[src/rtl/seq_detector_param_if.sv]
// Serial detector bus: sample stream, runtime configuration and match counter.
// The master side feeds bits and configuration; the slave side is the detector.
interface seq_detector_param_if #(
  parameter int MAX_LEN = 8,
  parameter int LEN_W   = $clog2(MAX_LEN + 1),
  parameter int CNT_W   = 8
);
  logic               in_valid;
  logic               in;
  logic               cfg_load;
  logic [MAX_LEN-1:0] cfg_pattern;
  logic [LEN_W-1:0]   cfg_len;
  logic               cfg_overlap;
  logic               cnt_clr;
  logic               out;
  logic [CNT_W-1:0]   match_count;
  logic               count_sat;

  modport master (
    output in_valid, in, cfg_load, cfg_pattern, cfg_len, cfg_overlap, cnt_clr,
    input  out, match_count, count_sat
  );

  modport slave (
    input  in_valid, in, cfg_load, cfg_pattern, cfg_len, cfg_overlap, cnt_clr,
    output out, match_count, count_sat
  );
endinterface

[src/rtl/seq_detector_param.sv]
// Runtime-programmable Moore bit-sequence detector with a saturating match counter.
// The pattern is right-aligned: bit [len-1] is the oldest bit, bit [0] the newest.
module seq_detector_param #(
  parameter int                 MAX_LEN         = 8,
  parameter int                 LEN_W           = $clog2(MAX_LEN + 1),
  parameter int                 CNT_W           = 8,
  parameter logic [MAX_LEN-1:0] DEFAULT_PATTERN = 8'b0000_0110,
  parameter int                 DEFAULT_LEN     = 4,
  parameter logic               DEFAULT_OVERLAP = 1'b0
) (
  input logic                  clk,
  input logic                  reset_n,
  seq_detector_param_if.slave  bus
);

  logic [MAX_LEN-1:0] history;
  logic [LEN_W-1:0]   fill;
  logic [MAX_LEN-1:0] pat_q;
  logic [LEN_W-1:0]   len_q;
  logic               ovl_q;
  logic               out_q;
  logic [CNT_W-1:0]   cnt_q;
  logic               sat_q;

  logic [LEN_W-1:0]   eff_len;
  logic [MAX_LEN-1:0] new_hist;
  logic [LEN_W-1:0]   new_fill;
  logic [MAX_LEN-1:0] len_mask;
  logic               hit;
  logic               sample_hit;

  // Next-history candidate and match test against the clamped pattern length
  always_comb begin
    eff_len  = (len_q > LEN_W'(MAX_LEN)) ? LEN_W'(MAX_LEN) : len_q;
    new_hist = {history[MAX_LEN-2:0], bus.in};
    new_fill = (fill >= LEN_W'(MAX_LEN)) ? LEN_W'(MAX_LEN) : fill + 1'b1;
    len_mask = '0;
    for (int i = 0; i < MAX_LEN; i++) begin
      len_mask[i] = (i < int'(eff_len));
    end
    hit        = (eff_len != '0) && (new_fill >= eff_len) &&
                 (((new_hist ^ pat_q) & len_mask) == '0);
    sample_hit = bus.in_valid && !bus.cfg_load && hit;
  end

  // Configuration, history, match pulse and counter; cfg_load wins over sampling
  always_ff @(posedge clk or negedge reset_n) begin
    if (!reset_n) begin
      history <= '0;
      fill    <= '0;
      pat_q   <= DEFAULT_PATTERN;
      len_q   <= LEN_W'(DEFAULT_LEN);
      ovl_q   <= DEFAULT_OVERLAP;
      out_q   <= 1'b0;
      cnt_q   <= '0;
      sat_q   <= 1'b0;
    end else begin
      if (bus.cfg_load) begin
        pat_q   <= bus.cfg_pattern;
        len_q   <= bus.cfg_len;
        ovl_q   <= bus.cfg_overlap;
        history <= '0;
        fill    <= '0;
        out_q   <= 1'b0;
      end else if (bus.in_valid) begin
        out_q <= hit;
        if (hit && !ovl_q) begin
          history <= '0;
          fill    <= '0;
        end else begin
          history <= new_hist;
          fill    <= new_fill;
        end
      end else begin
        out_q <= 1'b0;
      end

      if (bus.cnt_clr) begin
        cnt_q <= '0;
        sat_q <= 1'b0;
      end else if (sample_hit) begin
        if (cnt_q == '1) begin
          sat_q <= 1'b1;
        end else begin
          cnt_q <= cnt_q + 1'b1;
        end
      end
    end
  end

  assign bus.out         = out_q;
  assign bus.match_count = cnt_q;
  assign bus.count_sat   = sat_q;

endmodule
[src/flat_wrapper.sv]
// flat-port wrapper written by rule: the top's interface ports become plain ports
module seq_detector_param_flat 
#(
  parameter int                 MAX_LEN         = 8,
  parameter int                 LEN_W           = $clog2(MAX_LEN + 1),
  parameter int                 CNT_W           = 8,
  parameter logic [MAX_LEN-1:0] DEFAULT_PATTERN = 8'b0000_0110,
  parameter int                 DEFAULT_LEN     = 4,
  parameter logic               DEFAULT_OVERLAP = 1'b0
)
  (clk, reset_n, bus_in_valid, bus_in, bus_cfg_load, bus_cfg_pattern, bus_cfg_len, bus_cfg_overlap, bus_cnt_clr, bus_out, bus_match_count, bus_count_sat);
  seq_detector_param_if #(.MAX_LEN(MAX_LEN), .LEN_W(LEN_W), .CNT_W(CNT_W)) bus_i ();
  input logic clk;
  input logic reset_n;
  input wire logic [$bits(bus_i.in_valid)-1:0] bus_in_valid;
  input wire logic [$bits(bus_i.in)-1:0] bus_in;
  input wire logic [$bits(bus_i.cfg_load)-1:0] bus_cfg_load;
  input wire logic [$bits(bus_i.cfg_pattern)-1:0] bus_cfg_pattern;
  input wire logic [$bits(bus_i.cfg_len)-1:0] bus_cfg_len;
  input wire logic [$bits(bus_i.cfg_overlap)-1:0] bus_cfg_overlap;
  input wire logic [$bits(bus_i.cnt_clr)-1:0] bus_cnt_clr;
  output wire logic [$bits(bus_i.out)-1:0] bus_out;
  output wire logic [$bits(bus_i.match_count)-1:0] bus_match_count;
  output wire logic [$bits(bus_i.count_sat)-1:0] bus_count_sat;
  assign bus_i.in_valid = bus_in_valid;
  assign bus_i.in = bus_in;
  assign bus_i.cfg_load = bus_cfg_load;
  assign bus_i.cfg_pattern = bus_cfg_pattern;
  assign bus_i.cfg_len = bus_cfg_len;
  assign bus_i.cfg_overlap = bus_cfg_overlap;
  assign bus_i.cnt_clr = bus_cnt_clr;
  assign bus_out = bus_i.out;
  assign bus_match_count = bus_i.match_count;
  assign bus_count_sat = bus_i.count_sat;
  seq_detector_param #(.MAX_LEN(MAX_LEN), .LEN_W(LEN_W), .CNT_W(CNT_W), .DEFAULT_PATTERN(DEFAULT_PATTERN), .DEFAULT_LEN(DEFAULT_LEN), .DEFAULT_OVERLAP(DEFAULT_OVERLAP)) u_core (.clk(clk), .reset_n(reset_n), .bus(bus_i));
endmodule
[config.mk]
export PLATFORM = sky130hd
export DESIGN_NAME = seq_detector_param_flat
export DESIGN_NICKNAME = d
export VERILOG_FILES = /design/src/rtl/seq_detector_param_if.sv /design/src/rtl/seq_detector_param.sv /design/src/flat_wrapper.sv
export SDC_FILE = /design/constraint.sdc
export NUM_CORES = 1
export LEC_CHECK = 0
export CAP_MARGIN = 10
export CORE_ASPECT_RATIO = 0.8
export CORE_UTILIZATION = 50
export CTS_BUF_LIST = sky130_fd_sc_hd__clkbuf_2 sky130_fd_sc_hd__clkbuf_4 sky130_fd_sc_hd__clkbuf_8
export DETAILED_ROUTE_END_ITERATION = 8
export PLACE_DENSITY = 0.75
export SKIP_LAST_GASP = 1
export SYNTH_ARGS = -nofsm -noshare
export SYNTH_HDL_FRONTEND = slang
export SYNTH_SLANG_ARGS = --single-unit
[constraint.sdc]
create_clock -name clk -period 3.4 [get_ports clk]
set_input_delay 0.34 -clock clk [delete_from_list [all_inputs] [get_ports clk]]
set_output_delay 0.34 -clock clk [all_outputs]
set_load 0.02 [all_outputs]
; ---- Word level (Yosys, flattened, before mapping)
; Cells that the tools add are included.
[word_totals]
output_inout_bits = 10
input_bits = 19
regBits = 34
[classes]
n_lt_le_gt_ge = 11
n_reduce_logical = 14
bitwise = 2
n_mux = 16
eq_ne = 2
add_sub_neg = 2
[ops]
columns = cell, count
row1 = $mux W8, 3
row2 = $mux W7, 3
row3 = $mux W4, 5
row4 = $lt A3 B4 Y1 const A, 4
row5 = $add A8 B1 Y8 const B, 1
row6 = $and A8 B8 Y8, 1
row7 = $eq A8 B8 Y1 const B, 1
row8 = $logic_not A8 Y1, 1
row9 = $lt A1 B4 Y1 const A, 2
row10 = $lt A2 B4 Y1 const A, 2
row11 = $xor A8 B8 Y8, 1
row12 = $reduce_bool A2 Y1, 3
row13 = $logic_and A1 B1 Y1, 5
row14 = $mux W1, 5
row15 = $add A4 B1 Y4 const B, 1
row16 = $ge A4 B4 Y1, 1
row17 = $ge A4 B4 Y1 const B, 1
row18 = $gt A4 B4 Y1 const B, 1
row19 = $reduce_and A2 Y1, 2
row20 = $reduce_bool A4 Y1, 1
row21 = $logic_not A1 Y1, 2
row22 = $ne A2 B2 Y1 const B, 1

; ---- Longest topological paths before layout
; Gate-level depths: netlist (run 1).
[depth]
ltp_word = 10
mapped_depth = 9
ltp_nobuf = 9

; ---- Worst setup path before layout (run 1)
; OpenSTA, ideal clock, no wires.
[synth_path]
path_kind = register -> register
from = register u_core.fill[0]
to = register u_core.cnt_q[7] (netlist: u_core.bus.match_count[7])
setup_time_ps = 78
path_stages_with_launch = 10
t_required_ps = 3322
t_arrival_ps = 2196
path_slack_ps = 1126
path_buffers = 0
path_cell_list = dfrtp_1 -> inv_1 -> ha_1 -> nor2b_1 -> ha_1 -> a211oi_1 -> o21bai_1 -> o2111ai_2 -> or3_1 -> a21oi_1
[synth_between]
elab_chain_cells = 8
word_cells_on_any_way = 9
[synth_lines]
columns = element, line_no
row1 = start: declaration, seq_detector_param.sv:17  ; logic [LEN_W-1:0] fill;
row2 = start signal: assignment, seq_detector_param.sv:72  ; fill <= new_fill;
row3 = $add A4 B1 Y4 / $ge A4 B4 Y1 (equally long branches), seq_detector_param.sv:36  ; new_fill = (fill >= LEN_W'(MAX_LEN)) ? LEN_W'(MAX_LEN) : fill + 1'b1;
row4 = $mux W4 (*), seq_detector_param.sv:36
row5 = $ge A4 B4 Y1 (*), seq_detector_param.sv:41  ; hit = (eff_len != '0) && (new_fill >= eff_len) &&
row6 = $logic_and A1 B1 Y1 (*) (2 in series), seq_detector_param.sv:41
row7 = $logic_and A1 B1 Y1 (*), seq_detector_param.sv:43  ; sample_hit = bus.in_valid && !bus.cfg_load && hit;
row8 = $reduce_bool A2 Y1 (no source line) (*), n/a
row9 = $reduce_and A2 Y1 (no source line) (*), n/a
row10 = end signal: assignment, seq_detector_param.sv:85  ; cnt_q <= cnt_q + 1'b1;
row11 = end: declaration, seq_detector_param.sv:22  ; logic [CNT_W-1:0] cnt_q;
; Mark *: on every way between the ends. The rest lies on a longest branch, timed or not.
; A chain may end at the register's enable or synchronous reset.

; ---- Final worst setup path (run 1)
[layout_path]
from = register u_core.fill[0]
to = register u_core.cnt_q[6] (netlist: u_core.bus.match_count[6])
; The elaborated chain is that of the path after synthesis.

==> results of run 1 <==
==> routing by layer <==
| metal | share of wire [%] | vias up | GRT usage [%] |
|---|---|---|---|
| li1 | - | 645 | - |
| met1 | 47 | 670 | 31.87 |
| met2 | 47 | 43 | 33.89 |
| met3 | 5.5 | 7 | 5.579 |
| met4 | 1.3 | 0 | 8.929 |
| met5 | 0 | - | 0 |
==> worst max-delay path, delay by kind of cell (launching register included) <==
family          cells  cell delay, ns
fa+ha+maj           2            0.56
simple gates        2            0.56
flops               1            0.38
compound gates      4            0.89
buf+inv             1            0.09
==> placed cells by master, fill, tap and decap left out, types with 3 or more instances in the layout <==
master / count
a21oi_1: 7
a22o_1: 10
buf_4: 3
clkbuf_8: 5
clkdlybuf4s50_1: 28
dfrtp_1: 31
dfstp_2: 3
ha_1: 7
inv_1: 5
mux2_2: 12
nand2_1: 5
nand2b_1: 4
nand3_1: 4
nand4_1: 3
nor2_1: 11
o21ai_0: 7
or3_1: 7
xnor2_1: 4
xor2_1: 6
==> sequential cells by signal (all words and copies together), names as in the netlist <==
name	cells
u_core.bus.match_count	8
u_core.pat_q	8
u_core.history	7
u_core.fill	4
u_core.len_q	4
u_core.bus.count_sat	1
u_core.bus.out	1
u_core.ovl_q	1
==> cells by family after synthesis <==
group           count (synthesis)  synth area share (%)
mux                            13                 8.181
xor+xnor                       10                 4.936
compound gates                 41                 18.69
fa+ha+maj                       7                 4.936
flops                          34                 48.17
simple gates                   44                 12.84
buf+inv                        10                 2.257
==> where the power goes <==
group,switching (mW),total [mW],leakage [nW],internal [mW]
clock,0.143,0.378,0.0593,0.235
sequential,0.0220,0.449,0.440,0.427
combinational,0.0719,0.141,0.436,0.0688
==> worst max-delay path by stage <==
stage | from | to | slack, ns | depth (start not counted)
finish | u_core.fill[0] | u_core.bus.match_count[6] | 0.83 | 9
global route | u_core.fill[1] | u_core.bus.match_count[6] | 0.68 | 9
CTS | u_core.fill[0] | u_core.bus.match_count[6] | 0.86 | 9
detailed placement | u_core.fill[0] | u_core.bus.match_count[7] | 0.93 | 9
global placement | u_core.fill[0] | u_core.bus.match_count[5] | 1.00 | 9
floorplan | u_core.fill[0] | u_core.bus.match_count[7] | 1.13 | 9
==> area by class of cell <==
type	count	share of cell area, %
multi-input combinational	115	39.63
sequential	34	38.50
timing repair buffer	31	13.64
clock buffer	7	3.777
tap	40	2.255
clock inverter	1	1.353
inverter	5	0.8455
==> results.ini, run 1 <==
[global_route]
grt_overflow = 0
antenna_found_initial = 0
grt_pass1_vias = 1383
grt_pass1_wl_mm = 6.341
track_usage_pct = 22.93
grt_start_max_net_pins = 35

[timing]
setup_viol = 0
setup-tns-final_ns = 0
worst_slack_ns = 0.8324
post-route-period-util_pct = 75.52
whs_ns = 0.4614
timing.fmax_ghz = 0.3895
slew-limit-headroom_pct = 53.38
fin_skew_ns = 0.002710
layout_min_cycle_time_ns = 2.568
rsz0062_at_grt = no
worst_pin_slew_ns = 0.6967
drv_slew = 0
finalHoldViolCount = 0

[finish]
fin_area_um2 = 2220
fill_cells = 250
drive_above_1_share_pct = 16.58
stdcell_count = 233
syn_to_final_growth_pct = 25.11
final_core_util_pct = 68.92
seqCellArea_um2 = 854.6
nNetsFinal = 218
antenna_cells = 0
multi_input_area_um2 = 879.6

[placed_design]
place_ws_ns = 0.9304
placed_area_um2 = 2106
dp.cells = 225
place_hpwl_mm = 2.755
io_buffers = 28
gp_congestion = 0.8310

[clocking]
path_clk_slew_ns = 0.07
cts_buffer_depth = 2
cts_setup_buffers = 0
htreeDepth = 2
cts_tree = built
ctsResizeCount = 0
cts_sinks = 34
ctsRootBufferMaster = clkbuf_8
numCtsBuffers = 5
holdBufCountCts = 0
clkLatencyLatePin_ns = 0.28

[critical_path]
cp_max_fo = 10
reg2regPathDepth = 9
startpoint_type = flip-flop
r2r-end = u_core.bus.match_count[6]
crit_slowest_cell = or3_1
crit_path_frequent_cell = ha_1
crit_arrival_ns = 2.77
r2r_start = u_core.fill[0]
path_cells = inv_1 > ha_1 > nor2b_1 > ha_1 > a211oi_1 > o21bai_1 > o2111ai_4 > or3_1 > a21oi_1
worst-setup-path-type = flip-flop to flip-flop
crit_path_end_kind = flip-flop
max_stage_delay_ns = 0.41
required_ns = 3.60
reg2reg_slack_ns = 0.83

[drt]
drt.antenna.violating_nets = 0
wl_per_cell_um = 16.36
vias_per_cell = 5.858
drt-initial-drc-count = 111
drcViolationCount = 0
drtPass1Iterations = 4
vias = 1365
drt_wl_total_mm = 3.811

[synth]
synth_edf_count = 0
synth_top_area_share_pct = 43.72
synth_area_um2 = 1774
yosys-top-cells-count = dfrtp_1 (31), mux2_2 (12), nor2_1 (11)
syn_inst = 159
ys_types = 41
synth_top_cell_by_area = dfrtp_1
seq_area_frac_synth_pct = 48.17
ys_async_sr_fraction_pct = 100.0
avgSynthCellArea_um2 = 11.16
synth_most_common_cell = dfrtp_1
yosys_warnings = 0
synth_area_leaders = dfrtp_1 (44%), mux2_2 (7.6%), a22o_1 (4.9%), ha_1 (4.9%), dfstp_2 (4.4%)
synth_nets = 185
synth_ff_type = dfrtp_1
ys_seq_elements = 34

[floorplan]
start_util_pct = 55.09
placementRows = 18
io_pins = 29
die_area_um2 = 3792
fp.dieW_um = 68.60
core-area_um2 = 3221
die_y_um = 55.28

[run]
maxCapViolCount = 0

[power_and_ir_drop]
power.total_mw = 0.9672
peakVddDrop_mv = 0.3109
powerDensity_nw_per_um2 = 435.7
p_leak_nw = 0.9356

[hold_path]
hold_class = primary input to asynchronous set/reset pin

[outcome]
status = finished, final reports clean

No activity file was read; power rests on OpenSTA's default activity.
==> run 2, diff against run 1 <==
--- a/config.mk
+++ b/config.mk
@@ -7,10 +7,10 @@
 export LEC_CHECK = 0
 export CAP_MARGIN = 10
 export CORE_ASPECT_RATIO = 0.8
-export CORE_UTILIZATION = 50
+export CORE_UTILIZATION = 49
 export CTS_BUF_LIST = sky130_fd_sc_hd__clkbuf_2 sky130_fd_sc_hd__clkbuf_4 sky130_fd_sc_hd__clkbuf_8
 export DETAILED_ROUTE_END_ITERATION = 8
-export PLACE_DENSITY = 0.75
+export PLACE_DENSITY = 0.77
 export SKIP_LAST_GASP = 1
 export SYNTH_ARGS = -nofsm -noshare
 export SYNTH_HDL_FRONTEND = slang
==> constraint.sdc (replaced) <==
create_clock -name clk -period 2.12 [get_ports clk]
set_input_delay 0.212 -clock clk [delete_from_list [all_inputs] [get_ports clk]]
set_output_delay 0.212 -clock clk [all_outputs]
set_load 0.02 [all_outputs]
==> results.ini, run 2 (synthesis gave the netlist of run 1 again) <==
[critical_path]
required_ns = 2.33
crit_path_frequent_cell = ha_2
cp_max_fo = 5
crit_slowest_cell = dfrtp_1
startpoint_type = flip-flop
crit_arrival_ns = 2.43
r2r-end = u_core.bus.match_count[3]
path_delay_family = compound AO/OA/AOI/OAI gates
reg2regPathDepth = 9
cp.buffers_inverters = 0
max_stage_delay_ns = 0.41
path_cells = ha_2 > xnor2_2 > nor2_2 > ha_2 > o21ai_2 > o21bai_4 > o2111ai_4 > or3_1 > a21oi_1
worst-setup-path-type = flip-flop to flip-flop
crit_path_end_kind = flip-flop
r2r_start = u_core.fill[1]
reg2reg_slack_ns = -0.11

[run]
maxCapViolCount = 0

[global_route]
grt_start_max_net_pins = 35
grt_overflow = 0
grt_pass1_wl_mm = 6.989
track_usage_pct = 23.52
grt_pass1_vias = 1450
antenna_found_initial = 0

[finish]
final_common_cell = dfrtp_1
nNetsFinal = 232
syn_to_final_growth_pct = 37.24
antenna_cells = 0
mostFrequentLayoutCells = dfrtp_1 (31), clkdlybuf4s50_1 (28), buf_4 (13), mux2_2 (12)
drive_above_1_share_pct = 29.76

[clocking]
path_clk_slew_ns = 0.06
numCtsBuffers = 5
cts_sinks = 34
cts_buffer_depth = 2
ctsRootBufferMaster = clkbuf_8
clkLatencyLatePin_ns = 0.29
cts_tree = built
htreeDepth = 2

[power_and_ir_drop]
internal_power_mw = 1.111
power.total_mw = 1.529
peakVddDrop_mv = 0.3793
netSwitchingFraction_pct = 27.34
powerDensity_nw_per_um2 = 627.8
clkPwrFrac_pct = 30.5
pwr-share-seq_pct = 46.8
p_leak_nw = 1.003
combPwrFrac_pct = 22.7
power.switching_mw = 0.4179

[floorplan]
placementRows = 19
die_area_um2 = 3867
core-area_um2 = 3447
fp.dieW_um = 69.28
die_y_um = 55.82
start_util_pct = 51.47
io_pins = 29

[hold_path]
hold_class = primary input to asynchronous set/reset pin

[drt]
drt-initial-drc-count = 181
drt.antenna.violating_nets = 0
vias = 1479
drtPass1Iterations = 4
drcViolationCount = 0
drt_wl_total_mm = 4.267
wl_per_cell_um = 17.28
vias_per_cell = 5.988

[timing]
setup_viol = 19
worst_pin_slew_ns = 0.7069
layout_min_cycle_time_ns = 2.226
finalHoldViolCount = 0
drv_slew = 0
rsz0062_at_grt = yes
fin_skew_ns = 0.006694
worst_slack_ns = -0.1061
whs_ns = 0.3285
slew-limit-headroom_pct = 52.70
timing.fmax_ghz = 0.4492
post-route-period-util_pct = 105.0

[placed_design]
io_buffers = 28
gp_congestion = 0.9422
place_hpwl_mm = 2.837

[outcome]
status = finished with violations
violations = setup timing

-- run 2: power by group through the flow --
stage	Sequential, mW	Clock, mW	Combinational [mW]
final	0.716	0.466	0.347
after global routing	0.719	0.503	0.373
after floorplan	0.716	0	0.155
after CTS	0.716	0.473	0.307
after detailed placement	0.727	0	0.259
after global placement	0.724	0	0.246
-- run 2: layer usage --
metal  track usage [%]  vias to the layer above  share of wire (%)  wire, µm
met4             10.20                        0                2.2        95
met3             5.254                       11                5.5       234
li1                  -                      678                  -         -
met2             35.37                       50                 47      2016
met5                 0                        -                  0         0
met1             32.82                      740                 45      1921
-- run 2: worst max-delay path by stage --
stage                         from                         to  depth (start not counted)
floorplan           u_core.fill[0]  u_core.bus.match_count[3]                          9
global placement    u_core.fill[0]  u_core.bus.match_count[6]                          9
detailed placement  u_core.fill[0]  u_core.bus.match_count[6]                          9
CTS                 u_core.fill[1]  u_core.bus.match_count[4]                          9
global route        u_core.fill[1]  u_core.bus.match_count[7]                          9
finish              u_core.fill[1]  u_core.bus.match_count[3]                          9
-- run 2: what timing repair did --
item | CTS | global route
hold buffers | 0 | 0
gates cloned | 2 | 0
setup endpoints to repair | 20 | 20
resized for setup | 21 | 11
pin swaps | 19 | 8
buffers inserted | 1 | 2
-- run 2: per-stage QoR --
| step | cell area, µm² | TNS, ns | worst slack (ns) | util, % | cells |
|---|---|---|---|---|---|
| after detailed placement | 2180 | -1.941 | -0.1638 | 63.23 | 236 |
| after CTS | 2357 | -0.2761 | -0.07350 | 68.38 | 245 |
| after floorplan | 1778 | 0 | 0.009370 | - | 159 |
| after global routing | 2435 | -2.696 | -0.1970 | 70.64 | 247 |
| final | 2435 | -1.105 | -0.1061 | 70.64 | 247 |
| after global placement | 2180 | -0.7895 | -0.08412 | 63.23 | 236 |
-- run 2: area by class of cell --
| class | count | area [µm²] |
|---|---|---|
| tap | 42 | 52.55 |
| clock buffer | 6 | 82.58 |
| multi-input combinational | 116 | 1012 |
| timing repair buffer | 44 | 411.6 |
| sequential | 34 | 854.6 |
| inverter | 5 | 21.27 |
| fill | 236 | 1012 |
-- run 2: worst register-to-register path, cell delays in order (launching register included) --
cell and delay [ns]:
dfrtp_1 0.41, ha_2 0.21, xnor2_2 0.13, nor2_2 0.07, ha_2 0.35, o21ai_2 0.08
o21bai_4 0.23, o2111ai_4 0.16, or3_1 0.35, a21oi_1 0.15
